[src/rtl/bounce_decoder.sv]
// rtl/bounce_decoder.sv - tracks a one-hot bouncing pattern: position, direction, period count, fault flag
// Define BOUNCE_DECODER_ERRCNT_EN to build the saturating err_cnt violation counter.
module bounce_decoder #(
  parameter int N  = 8,
  parameter int PW = 16
) (
  input  logic                 clk,
  input  logic                 rst,
  input  logic                 ena,
  input  logic [N-1:0]         Q_in,
  output logic [$clog2(N)-1:0] pos,
  output logic                 dir,
  output logic                 valid,
  output logic                 TC,
  output logic [PW-1:0]        periods,
  output logic                 err,
  output logic [7:0]           err_cnt
);

  localparam int IW = $clog2(N);
  localparam logic [IW-1:0] POS_MAX = IW'(N - 1);

  typedef enum logic [1:0] {SYNC, LOCK, TRACK, FAULT} state_t;

  state_t        state, state_nx;
  logic [IW-1:0] idx, pos_nx, exp_idx;
  logic          legal, dir_nx, exp_dir, tc_nx, viol;
  int            ones;

  always_comb begin
    idx  = '0;
    ones = 0;
    for (int i = 0; i < N; i++) begin
      if (Q_in[i]) begin
        idx  = IW'(i);
        ones = ones + 1;
      end
    end
    legal = (ones == 1);
  end

  // Next index the bounce must produce; the ends reflect and flip direction.
  always_comb begin
    exp_idx = '0;
    exp_dir = dir;
    if (dir) begin
      if (pos == '0) begin
        exp_idx = IW'(1);
        exp_dir = 1'b0;
      end else begin
        exp_idx = pos - IW'(1);
      end
    end else begin
      if (pos == POS_MAX) begin
        exp_idx = IW'(N - 2);
        exp_dir = 1'b1;
      end else begin
        exp_idx = pos + IW'(1);
      end
    end
  end

  always_comb begin
    state_nx = state;
    pos_nx   = pos;
    dir_nx   = dir;
    tc_nx    = 1'b0;
    viol     = 1'b0;
    case (state)
      SYNC: begin
        if (legal) begin
          pos_nx   = idx;
          state_nx = LOCK;
        end
      end
      LOCK: begin
        if (!legal) begin
          state_nx = SYNC;
        end else if (pos != '0 && idx == pos - IW'(1)) begin
          pos_nx   = idx;
          dir_nx   = 1'b1;
          tc_nx    = (idx == '0);
          state_nx = TRACK;
        end else if (pos != POS_MAX && idx == pos + IW'(1)) begin
          pos_nx   = idx;
          dir_nx   = 1'b0;
          state_nx = TRACK;
        end else begin
          pos_nx = idx;
        end
      end
      TRACK: begin
        if (legal && idx == exp_idx) begin
          pos_nx = idx;
          dir_nx = exp_dir;
          tc_nx  = exp_dir && (idx == '0);
        end else begin
          viol     = 1'b1;
          state_nx = FAULT;
        end
      end
      FAULT: begin
        if (legal) begin
          pos_nx   = idx;
          state_nx = LOCK;
        end
      end
      default: state_nx = SYNC;
    endcase
  end

  always_ff @(posedge clk) begin
    if (rst) begin
      state   <= SYNC;
      pos     <= '0;
      dir     <= 1'b1;
      valid   <= 1'b0;
      TC      <= 1'b0;
      periods <= '0;
      err     <= 1'b0;
    end else begin
      TC <= 1'b0;
      if (ena) begin
        state <= state_nx;
        pos   <= pos_nx;
        dir   <= dir_nx;
        valid <= (state_nx == TRACK);
        TC    <= tc_nx;
        if (tc_nx) periods <= periods + PW'(1);
        if (viol) err <= 1'b1;
      end
    end
  end

`ifdef BOUNCE_DECODER_ERRCNT_EN
  always_ff @(posedge clk) begin
    if (rst) begin
      err_cnt <= 8'd0;
    end else if (ena && viol && err_cnt != 8'hff) begin
      err_cnt <= err_cnt + 8'd1;
    end
  end
`else
  assign err_cnt = 8'd0;
`endif

endmodule

[config.mk]
export PLATFORM = sky130hd
export DESIGN_NAME = bounce_decoder
export DESIGN_NICKNAME = d
export VERILOG_FILES = /design/src/rtl/bounce_decoder.sv
export SDC_FILE = /design/constraint.sdc
export NUM_CORES = 1
export LEC_CHECK = 0
export ABC_AREA = 1
export BUFFER_PORTS_ARGS = -buffer_cell sky130_fd_sc_hd__buf_2
export CAP_MARGIN = 20
export CORE_MARGIN = 2
export CORE_UTILIZATION = 55
export CTS_CLUSTER_DIAMETER = 60
export DETAILED_ROUTE_END_ITERATION = 7
export PLACE_DENSITY_LB_ADDON = 0.3
export SETUP_SLACK_MARGIN = 0.05
export SYNTH_ARGS = -nofsm -noshare
export SYNTH_HDL_FRONTEND = slang
export SYNTH_SLANG_ARGS = --single-unit
[constraint.sdc]
create_clock -name clk -period 6.55 [get_ports clk]
set_clock_uncertainty 0.15 [all_clocks]
set_input_delay 0.9825 -clock clk [delete_from_list [all_inputs] [get_ports clk]]
set_output_delay 0.9825 -clock clk [all_outputs]
set_load 0.01 [all_outputs]
# ---- After elaboration in Yosys (flattened, before gate mapping)
# Index checks and enable logic that the tools add are counted.
# Widths: inputs -> output; s select.
dict set report word_totals {
  romBits 0
  latch_bits 0
  n_memories 0
  reg_bits 25
  output_inout_bits 31
  word_cells 89
  input_bits 11
  ram_bits 0
}
dict set report classes {
  addsub 10
  magnitude_cmp 0
  n_mul 0
  eq_ne 14
  div_mod_pow 0
  n_reduce_logical 16
  n_mux 41
  shifts 0
  bitwise_logic 1
}
# cell count
set op_table {}
lappend op_table {{$add 32x2->32 const B} 7}
lappend op_table {{$mux 32} 7}
lappend op_table {{$mux 3} 11}
lappend op_table {{$eq 32x2->1 const B} 1}
lappend op_table {{$add 16x1->16 const B} 1}
lappend op_table {{$mux 1} 14}
lappend op_table {{$mux 2} 5}
lappend op_table {{$eq 3x3->1} 3}
lappend op_table {{$eq 2x2->1 const B} 3}
lappend op_table {{$logic_not 3->1} 2}
lappend op_table {{$ne 3x3->1 const B} 2}
lappend op_table {{$pmux 2 s3} 1}
lappend op_table {{$pmux 3 s2} 1}
lappend op_table {{$reduce_and 5->1} 1}
lappend op_table {{$logic_and 1x1->1} 4}
lappend op_table {{$ne 2x2->1 const B} 2}
lappend op_table {{$pmux 1 s2} 2}
lappend op_table {{$reduce_and 2->1} 2}
lappend op_table {{$reduce_or 2->1} 2}
lappend op_table {{$add 3x1->3 const B} 1}
lappend op_table {{$eq 3x3->1 const B} 1}
lappend op_table {{$reduce_and 3->1} 1}
lappend op_table {{$reduce_bool 3->1} 1}
lappend op_table {{$reduce_or 3->1} 1}
lappend op_table {{other kinds (6)} 6}

# ---- Longest topological paths before layout
# Gate-level depths: netlist of the first run.
dict set report depth {
  depth_word 20
  mapped_depth 36
  ltp_nobuf 36
}

# ---- Worst setup path after synthesis of the first run
# OpenSTA, ideal clock, no wires.
dict set report synth_path {
  path_type {input to register}
  from {in Q_in[0]}
  to {reg periods[6]}
  slack_ns 1.499
  stages 33
  setup_ns 0.110
  required_ns 6.290
  t_arrival_ns 4.791
  n_path_buf 0
  cell_sequence {inv_1 -> ha_1 -> inv_1 -> nand2_2 -> nand2_2 -> inv_1 -> ha_1 -> nand2_1 -> nand2_1 -> ha_1 -> or2_1 -> nand2_1 -> inv_1 -> ha_1 -> nand2_1 -> nand2_1 -> ha_1 -> nand2_1 -> nand2_1 -> ha_1 -> or2_2 -> nand2_2 -> nand2_4 -> nor2_8 -> nand2_4 -> inv_6 -> nand2_4 -> nor2_4 -> nand2_2 -> clkinv_2 -> nand3_1 -> nand2_1 -> nor2_1}
}
dict set report synth_via {
  elab_chain_cells 20
  word_cells_on_any_way 21
  cone_classes {7 x add/sub; 1 x eq/ne; 11 x mux; 2 x reduce/logical}
}
# element line
set synth_rtl {}
lappend synth_rtl {{start: declaration} 10} ;# input logic [N-1:0] Q_in,
lappend synth_rtl {{$mux 1 *} 34} ;# if (Q_in[i]) begin
lappend synth_rtl {{$add 32x2->32} 36} ;# ones = ones + 1;
lappend synth_rtl {{$mux 32 *} 34}
lappend synth_rtl {{$add 32x2->32} 36}
lappend synth_rtl {{$mux 32 *} 34}
lappend synth_rtl {{$add 32x2->32} 36}
lappend synth_rtl {{$mux 32 *} 34}
lappend synth_rtl {{$add 32x2->32} 36}
lappend synth_rtl {{(+4 left out)} -}
lappend synth_rtl {{$mux 32 *} 34}
lappend synth_rtl {{$add 32x2->32} 36}
lappend synth_rtl {{$mux 32 *} 34}
lappend synth_rtl {{$eq 32x2->1 *} 39} ;# legal = (ones == 1);
lappend synth_rtl {{$logic_and 1x1->1} 93} ;# if (legal && idx == exp_idx) begin
lappend synth_rtl {{$mux 1} 93}
lappend synth_rtl {{$pmux 1 s2 *} 69} ;# case (state)
lappend synth_rtl {{$reduce_and 2->1 (no source line) *} -}
lappend synth_rtl {{end signal: assignment} 129} ;# if (tc_nx) periods <= periods + PW'(1);
lappend synth_rtl {{end: declaration} 15} ;# output logic [PW-1:0] periods,
# Mark *: on every way between the ends. The rest lies on a longest branch, timed or not.
# A chain may end at the register's enable or synchronous reset.

# ---- Final worst setup path of the first run
dict set report layout_path {
  from {in Q_in[0]}
  to {reg periods[10]}
}
# The elaborated chain is that of the path after synthesis.

==> results of run 1 <==
-- worst max-delay path, delay by kind of cell --
kind | cells | cell delay, ns
AND/OR/NAND/NOR | 19 | 1.99
adder cells (fa/ha/maj) | 6 | 1.68
buffers and inverters | 6 | 0.41
AO/OA/AOI/OAI | 1 | 0.13
-- power by group --
group / internal [mW] / switching, mW
Combinational: 0.0671 / 0.120
Clock: 0.0431 / 0.0494
Sequential: 0.157 / 0.00549
-- routing by layer --
layer	up-vias	track usage, %
li1	1236	-
met2	53	37.0
met3	7	3.49
met4	0	3.42
met1	1024	29.8
met5	-	0
-- layout by cell type (no fill, tap or decap), drive strengths merged, types with 2 or more instances in the layout --
| cell type | Yosys | final |
|---|---|---|
| nand2 | 93 | 93 |
| inv | 75 | 75 |
| nor2 | 39 | 39 |
| nand3 | 35 | 35 |
| buf | 8 | 33 |
| dfxtp | 25 | 25 |
| o21ai | 21 | 21 |
| a21oi | 20 | 20 |
| ha | 17 | 17 |
| nand4 | 11 | 11 |
| conb | 1 | 8 |
| nor3 | 5 | 5 |
| xor2 | 3 | 3 |
| nor4 | 3 | 3 |
| clkbuf | 3 | 3 |
| or2 | 3 | 3 |
| nor3b | 3 | 3 |
| nand3b | 2 | 2 |
-- worst min-delay path by stage --
| stage | end | slack, ns | cells after the start |
|---|---|---|---|
| 4_1_cts | err$_SDFFE_PP0P_ | 0.32 | 1 |
| 2_1_floorplan | periods[4]$_SDFFE_PP0P_ | 0.33 | 2 |
| 6_report | err$_SDFFE_PP0P_ | 0.32 | 1 |
| 5_1_grt | valid$_SDFFE_PP0P_ | 0.34 | 2 |
| 3_3_place_gp | err$_SDFFE_PP0P_ | 0.29 | 1 |
| 3_5_place_dp | err$_SDFFE_PP0P_ | 0.30 | 1 |
-- cells by family after synthesis --
kind of cell               share of synthesized area (%)
and+or+nand+nor                                     42.4
adders and majority gates                           8.96
AOI/OAI and AO/OA                                   10.7
xor gates and xnor gates                            1.48
DFF                                                 21.1
buffers and inverters                               15.3
other                                              0.158
-- through the flow --
stage,cell area (µm²),setup slack (ns),hold slack [ns],cells
after floorplan,2400,1.50,0.330,382
after global placement,2560,1.23,0.294,454
after detailed placement,2560,1.10,0.298,454
after CTS,2610,1.38,0.320,458
after global routing,2610,0.990,0.344,458
final,2610,1.38,0.315,458
-- sequential cells by signal (all words and copies together), names as in the netlist --
signal   cells
err          1
state        2
TC           1
periods     16
pos          3
dir          1
valid        1
-- cell type report --
class / count / area, µm²
Clock buffer: 3 / 41.3
Clock inverter: 1 / 7.51
Fill cell: 402 / 1480
Inverter: 76 / 292
Multi-Input combinational cell: 270 / 1540
Sequential cell: 25 / 500
Tap cell: 50 / 62.6
Timing Repair Buffer: 33 / 165
==> impl_metrics.csv, run 1 <==
group,metric,value,unit
run_status,outcome,"finished clean",
drt,dr.pass1.iters,5,
timing,rsz0062_at_grt,"no",
timing,post-route-min-period,5.17,ns
cts,clock_path_buffers,2,
cts,clk_latency,0.27,ns
job,max_cap_viol_count,0,
cts,h-tree-depth,1,
logic_synthesis,synth_edf_count,0,
finish,area_growth,9.75,%
power_and_ir_drop,p_per_area,170,nW/µm²
placed_design,dp_hpwl,4100,µm
global_route,grt_pass1_vias,2227,
cts,cts-buffers-inserted,3,
worst_setup_path,cp-endpoint,"periods[10]$_SDFFE_PP0P_",
finish,antenna_cells,0,
drt,via_per_inst,5.07,
global_route,grt.total_usage,21.8,%
timing,setup_tns,0,ns
logic_synthesis,synth_area,2370,µm²
die,die_width,69.7,µm
die,initial_core_util,58.1,%
logic_synthesis,synthCells,375,
drt,drcViolationCount,0,
logic_synthesis,synth_seq_area_share,21.1,%
worst_hold_path,hold_path.class,"reg2reg",
global_route,grt_antenna_before_repair,0,
logic_synthesis,ys_types,40,
logic_synthesis,synth_top_cell_by_area,"dfxtp_1",
timing,period_share,78.9,%
logic_synthesis,ys_warn_count,0,
power_and_ir_drop,total_power,0.442,mW
worst_setup_path,timing.rr.end,"periods[13]$_SDFFE_PP0P_",
logic_synthesis,ys.flop_type,"dfxtp_1",
worst_setup_path,rr_startpoint,"pos[0]$_SDFFE_PP0P_",
cts,cts_sinks,25,
worst_setup_path,cp_max_fo,6,
die,num_rows,23,
finish,fin_util,63.8,%
drt,wirelength,4980,µm
logic_synthesis,yosys.cell_count.top_type,"nand2_1",
timing,finalSetupViolations,0,
placed_design,routabilityCongestion,0.943,
worst_setup_path,crit_top_cell,"nand2_1",
finish,fin_nets,437,
logic_synthesis,synthArstFlopShare,0,%
drt,vias,2320,
power_and_ir_drop,ir_drop,0.0944,mV
worst_hold_path,worstHoldStart,"err$_SDFFE_PP0P_",
cts,cts_tree,"done",
die,pin_count,42,
cts,postCtsHoldBufs,0,
logic_synthesis,ys_ff_latch,25,
drt,route.met3.wl,233,µm
cts,cts_resized,0,
cts,clkTransAtPathRegs,0.09,ns
worst_setup_path,crit_arrival,5.19,ns
drt,wire_per_inst,10.9,µm
die,die_h,69.7,µm
timing,max_freq,193,MHz
global_route,grt_pass1_wl,9140,µm
power_and_ir_drop,leakage,1.37,nW
drt,drt_iter0_drc,122,
worst_setup_path,crit_path_end_kind,"flip-flop",
worst_setup_path,critPathSlowestCell,"ha_1",
drt,ant_nets,0,
finish,layout-drive-gt1-share,20.3,%
logic_synthesis,synth_area_leaders,"dfxtp_1, nand2_1, inv_1, ha_1, nand3_1",
global_route,gr-total-overflow,0,
die,die_area,4860,µm²
timing,maxSlewViolCount,0,
worst_setup_path,r2r_cells,13,
worst_setup_path,crit_type,"in2reg",
worst_setup_path,r2r_setup_slack,3.75,ns
placed_design,port_buffers,33,
drt,wl_met2,2190,µm
logic_synthesis,postSynthAreaPerCell,6.33,µm²
global_route,grt_max_degree,17,
worst_setup_path,startpoint_type,"input pin",
worst_setup_path,cp_data_required_time,6.57,ns
worst_setup_path,slowest_delay,0.32,ns
cts,clockRootBuffer,"clkbuf_8",
cts,post-cts-setup-buffer-count,0,
die,coreArea,4090,µm²
drt,top_layer,"met4",
drt,m1WireLength,2500,µm
timing,finalHoldViolations,0,
worst_setup_path,critPathLaunch,"Q_in[0]",
logic_synthesis,synth_commonest_cells,"nand2_1, inv_1, nor2_1",
logic_synthesis,yosysTopAreaCellShare,21.1,%
Power figures use the tool's default switching activity.
==> run 2: changes to the inputs <==
==> constraint.sdc (replaced) <==
create_clock -name clk -period 5.4 [get_ports clk]
set_clock_uncertainty 0.15 [all_clocks]
set_input_delay 0.81 -clock clk [delete_from_list [all_inputs] [get_ports clk]]
set_output_delay 0.81 -clock clk [all_outputs]
set_load 0.01 [all_outputs]
==> run 2 against run 1 <==
  * Register-to-register slack got worse by 1.1 ns
  * Sequential cell count unchanged
  * Critical path depth decreased by 2
  * Critical path type unchanged
==> impl_metrics.csv, run 2 (synthesis results as in run 1) <==
group,metric,value,unit
job,max_cap_viol_count,0,
cts,clk_latency,0.28,ns
placed_design,placedCellCount,454,
die,initial_core_util,58.1,%
cts,cts_resized,0,
finish,area_growth,10.1,%
cts,postCtsHoldBufs,0,
timing,rsz0062_at_grt,"no",
placed_design,port_buffers,33,
power_and_ir_drop,total_power,0.536,mW
timing,period_share,92.0,%
worst_setup_path,crit_top_cell,"nand2_1",
cts,cts_sinks,25,
die,pin_count,42,
drt,wire_per_inst,11.0,µm
cts,post-cts-setup-buffer-count,0,
worst_setup_path,crit_arrival,4.98,ns
timing,fin_hold_ws,0.315,ns
timing,tightest_slew,0.503,ns
drt,via_per_inst,5.02,
finish,final_common_cell,"nand2_1",
global_route,grt_max_degree,17,
global_route,grt_pass1_vias,2210,
finish,reg.largest.list,"periods (16), pos (3), state (2)",
worst_setup_path,cp_max_fo,6,
cts,cts_tree,"done",
worst_setup_path,crit_type,"in2reg",
die,num_rows,23,
cts,clock_path_buffers,2,
finish,final_cells,458,
drt,vias,2300,
run_status,outcome,"finished clean",
drt,dr.pass1.iters,4,
finish,fin_nets,437,
global_route,grt_antenna_before_repair,0,
finish,final.fill_count,392,
die,die_h,69.7,µm
worst_setup_path,critPathSlowestCell,"ha_1",
worst_setup_path,slowest_delay,0.32,ns
worst_setup_path,cp_data_required_time,5.41,ns
finish,regArea,500,µm²
cts,h-tree-depth,1,
placed_design,routabilityCongestion,0.943,
worst_setup_path,startpoint_type,"input pin",
cts,clockRootBuffer,"clkbuf_8",
finish,layout-drive-gt1-share,20.6,%
timing,max_freq,201,MHz
finish,largest_reg_flops,16,
die,die_width,69.7,µm
finish,multiInputGateArea,1550,µm²
placed_design,dp_hpwl,4100,µm
finish,mostFrequentLayoutCells,"nand2_1, inv_1, nor2_1, buf_2, nand3_1",
timing,finalHoldViolations,0,
drt,wirelength,5030,µm
global_route,grt.total_usage,22.2,%
power_and_ir_drop,p_per_area,205,nW/µm²
timing,slew_headroom,66.5,%
cts,cts-buffers-inserted,3,
timing,post-route-min-period,4.97,ns
finish,antenna_cells,0,
global_route,grt_pass1_wl,9130,µm
cts,clkTransAtPathRegs,0.09,ns
drt,drt_iter0_drc,116,
timing,setup_tns,0,ns
global_route,gr-total-overflow,0,
timing,maxSlewViolCount,0,
timing,finalSetupViolations,0,
die,die_area,4860,µm²
power_and_ir_drop,leakage,1.37,nW
worst_setup_path,crit_path_end_kind,"flip-flop",
worst_hold_path,hold_path.class,"reg2reg",
placed_design,placed_cell_area,2560,µm²
drt,ant_nets,0,
finish,fin_area,2620,µm²
power_and_ir_drop,ir_drop,0.124,mV
die,coreArea,4090,µm²
finish,largest_register,"periods",
drt,drcViolationCount,0,
[run 2: cell counts in the layout (fill, tap and decap cells not counted)]
No cell type changed its count.
[run 2: where the power goes]
part | leakage (nW) | internal, mW | total, mW | switching [mW]
Clock | 0.0217 | 0.0524 | 0.113 | 0.0609
Sequential | 0.202 | 0.191 | 0.197 | 0.00647
Combinational | 1.15 | 0.0814 | 0.225 | 0.144
Total | 1.37 | 0.325 | 0.536 | 0.211
[run 2: per-stage QoR]
stage,util [%],setup WS [ns]
finish,64.0,0.431
floorplan,-,0.522
global placement,62.6,0.254
detailed placement,62.6,0.140
CTS,63.8,0.437
global route,64.0,0.0613
[run 2: metal layers]
metal | track usage [%] | up-vias | share of wire (%)
met5 | 0 | - | 0
met4 | 6.20 | 0 | 1.4
met3 | 3.20 | 6 | 4.2
met2 | 36.6 | 52 | 44
met1 | 30.2 | 1007 | 51
li1 | - | 1235 | -
[run 2: path summary, 6_finish.rpt]
| check | endpoint | depth (start not counted) | slack (ns) | from |
|---|---|---|---|---|
| worst max-delay path | pos[0]$_SDFFE_PP0P_ | 30 | 0.43 | Q_in[0] |
| worst min-delay path | err$_SDFFE_PP0P_ | 1 | 0.32 | err$_SDFFE_PP0P_ |
| worst max register to register | periods[13]$_SDFFE_PP0P_ | 13 | 2.63 | pos[0]$_SDFFE_PP0P_ |
| worst min register to register | err$_SDFFE_PP0P_ | 1 | 0.32 | err$_SDFFE_PP0P_ |
[run 2: area by class of cell]
class / count / area share (%)
Inverter: 76 / 11.1
Timing Repair Buffer: 33 / 6.32
Clock inverter: 1 / 0.287
Multi-Input combinational cell: 270 / 59.1
Tap cell: 50 / 2.39
Sequential cell: 25 / 19.1
Clock buffer: 3 / 1.58
[run 2: critical path: cells and delay by family]
family | cells | cell delay, ns
compound gates | 3 | 0.48
fa+ha+maj | 6 | 1.68
buf+inv | 6 | 0.39
simple gates | 15 | 1.61
==> run 3: changes to the inputs <==
--- a/config.mk
+++ b/config.mk
@@ -9,7 +9,8 @@
 export BUFFER_PORTS_ARGS = -buffer_cell sky130_fd_sc_hd__buf_2
 export CAP_MARGIN = 20
 export CORE_MARGIN = 2
-export CORE_UTILIZATION = 55
+export CORE_UTILIZATION = 57
+export CTS_BUF_LIST = sky130_fd_sc_hd__clkbuf_4 sky130_fd_sc_hd__clkbuf_8 sky130_fd_sc_hd__clkbuf_16
 export CTS_CLUSTER_DIAMETER = 60
 export DETAILED_ROUTE_END_ITERATION = 7
 export PLACE_DENSITY_LB_ADDON = 0.3
==> constraint.sdc (replaced) <==
create_clock -name clk -period 5.2 [get_ports clk]
set_clock_uncertainty 0.15 [all_clocks]
set_input_delay 0.78 -clock clk [delete_from_list [all_inputs] [get_ports clk]]
set_output_delay 0.78 -clock clk [all_outputs]
set_load 0.01 [all_outputs]
==> run 3 against run 2 <==
  * Critical path depth did not move
  * Setup slack lost 0.12 ns
  * Sequential share of layout area fell by 0.091 points
  * Sequential power rose by 4%
  * First-iteration DRC count is 3.4% higher
  * Combinational power is 6% higher
  * Register-to-register slack got worse by 0.26 ns
  * Utilization rose by 1.7 points
  * Wire length is 2.3% lower
  * Critical endpoint is now pos[2]$_SDFFE_PP0P_
  * Largest power group unchanged
==> impl_metrics.csv, run 3 (synthesis results as in run 1) <==
group,metric,value,unit
run_status,outcome,"finished clean",
die,die_width,68.5,µm
cts,cts-buffers-inserted,3,
finish,largest_register,"periods",
cts,postCtsHoldBufs,0,
cts,clkTransAtPathRegs,0.09,ns
finish,mostFrequentLayoutCells,"nand2_1, inv_1, nor2_1, buf_2, nand3_1",
die,pin_count,42,
cts,cts_resized,0,
die,die_area,4700,µm²
drt,vias,2294,
cts,clockRootBuffer,"clkbuf_8",
timing,max_freq,204,MHz
cts,h-tree-depth,1,
drt,ant_nets,0,
finish,final_common_cell,"nand2_1",
worst_setup_path,cp_data_required_time,5.21,ns
drt,wirelength,4910,µm
die,num_rows,23,
cts,post-cts-setup-buffer-count,0,
worst_setup_path,critPathSlowestCell,"or2_2",
timing,finalHoldViolations,0,
placed_design,port_buffers,33,
finish,area_growth,10.6,%
worst_setup_path,slowest_delay,0.30,ns
finish,fin_nets,437,
timing,setup_tns,0,ns
drt,dr.pass1.iters,4,
cts,cts_tree,"done",
power_and_ir_drop,ir_drop,0.194,mV
die,die_h,68.5,µm
drt,drt_iter0_drc,120,
global_route,grt_pass1_vias,2020,
worst_hold_path,holdPathStages,2,
drt,via_per_inst,5.01,
placed_design,routabilityCongestion,0.849,
worst_setup_path,crit_type,"in2reg",
worst_setup_path,crit_top_cell,"nand2_1",
timing,fin_hold_ws,0.317,ns
drt,drcViolationCount,0,
timing,period_share,94.1,%
finish,largest_reg_flops,16,
timing,finalSetupViolations,0,
placed_design,dp_hpwl,3910,µm
die,coreArea,4000,µm²
worst_setup_path,cp_max_fo,6,
worst_setup_path,r2r_cells,13,
cts,clk_latency,0.27,ns
placed_design,dp_slack,0.00247,ns
job,max_cap_viol_count,0,
global_route,grt_antenna_before_repair,0,
timing,post-route-min-period,4.89,ns
worst_hold_path,hold_path.class,"reg2reg",
global_route,gr-total-overflow,0,
global_route,grt_max_degree,17,
global_route,grt.total_usage,22.5,%
cts,cts_sinks,25,
cts,clock_path_buffers,2,
timing,finalWorstSetupSlack,0.307,ns
timing,maxSlewViolCount,0,
finish,reg.largest.list,"periods (16), pos (3), state (2)",
power_and_ir_drop,total_power,0.566,mW
finish,antenna_cells,0,
power_and_ir_drop,p_per_area,215,nW/µm²
global_route,grt_pass1_wl,8270,µm
worst_setup_path,startpoint_type,"input pin",
power_and_ir_drop,leakage,1.38,nW
finish,final.fill_count,376,
worst_setup_path,crit_path_end_kind,"flip-flop",
worst_setup_path,crit_arrival,4.90,ns
finish,layout-drive-gt1-share,20.8,%
drt,wire_per_inst,10.7,µm
die,initial_core_util,59.4,%
timing,rsz0062_at_grt,"no",
finish,fin_util,65.7,%
==> run 3: worst max-delay path, delay by kind of cell <==
kind                       cells  cell delay (ns)
AOI/OAI and AO/OA              3             0.47
adders and majority gates      6             1.56
buffers and inverters          6             0.43
and+or+nand+nor               15             1.64
==> run 3: path summary, 6_finish.rpt <==
kind                                    to  slack, ns           startpoint
hold / removal          valid$_SDFFE_PP0P_       0.32   valid$_SDFFE_PP0P_
setup reg to reg  periods[13]$_SDFFE_PP0P_       2.37  pos[0]$_SDFFE_PP0P_
hold reg to reg         valid$_SDFFE_PP0P_       0.32   valid$_SDFFE_PP0P_
setup / recovery       pos[2]$_SDFFE_PP0P_       0.31              Q_in[0]
==> run 3: area by class of cell <==
| class | instances | area, µm² | share of cell area, % |
|---|---|---|---|
| timing repair buffer | 33 | 165 | 6.29 |
| tap | 50 | 62.6 | 2.38 |
| multi-input combinational | 270 | 1560 | 59.3 |
| inverter | 76 | 292 | 11.1 |
| clock buffer | 3 | 41.3 | 1.57 |
| clock inverter | 1 | 8.76 | 0.333 |
| sequential | 25 | 500 | 19.0 |
==> run 3: metrics by stage <==
stage | cells | cell area [µm²]
floorplan | 382 | 2400
global placement | 454 | 2560
detailed placement | 454 | 2560
CTS | 458 | 2610
global route | 458 | 2630
finish | 458 | 2630
==> run 3: power breakdown <==
group / total, mW / switching (mW) / leakage, nW / internal, mW
Sequential: 0.205 / 0.00678 / 0.202 / 0.198
Combinational: 0.238 / 0.152 / 1.15 / 0.0866
Clock: 0.122 / 0.0660 / 0.0261 / 0.0562
Total: 0.566 / 0.225 / 1.38 / 0.341
==> run 3: layer usage <==
layer / routed length (µm) / track usage (%)
met1: 2380 / 29.2
met2: 2320 / 38.7
met3: 165 / 4.06
met4: 47 / 5.25
met5: 0 / 0
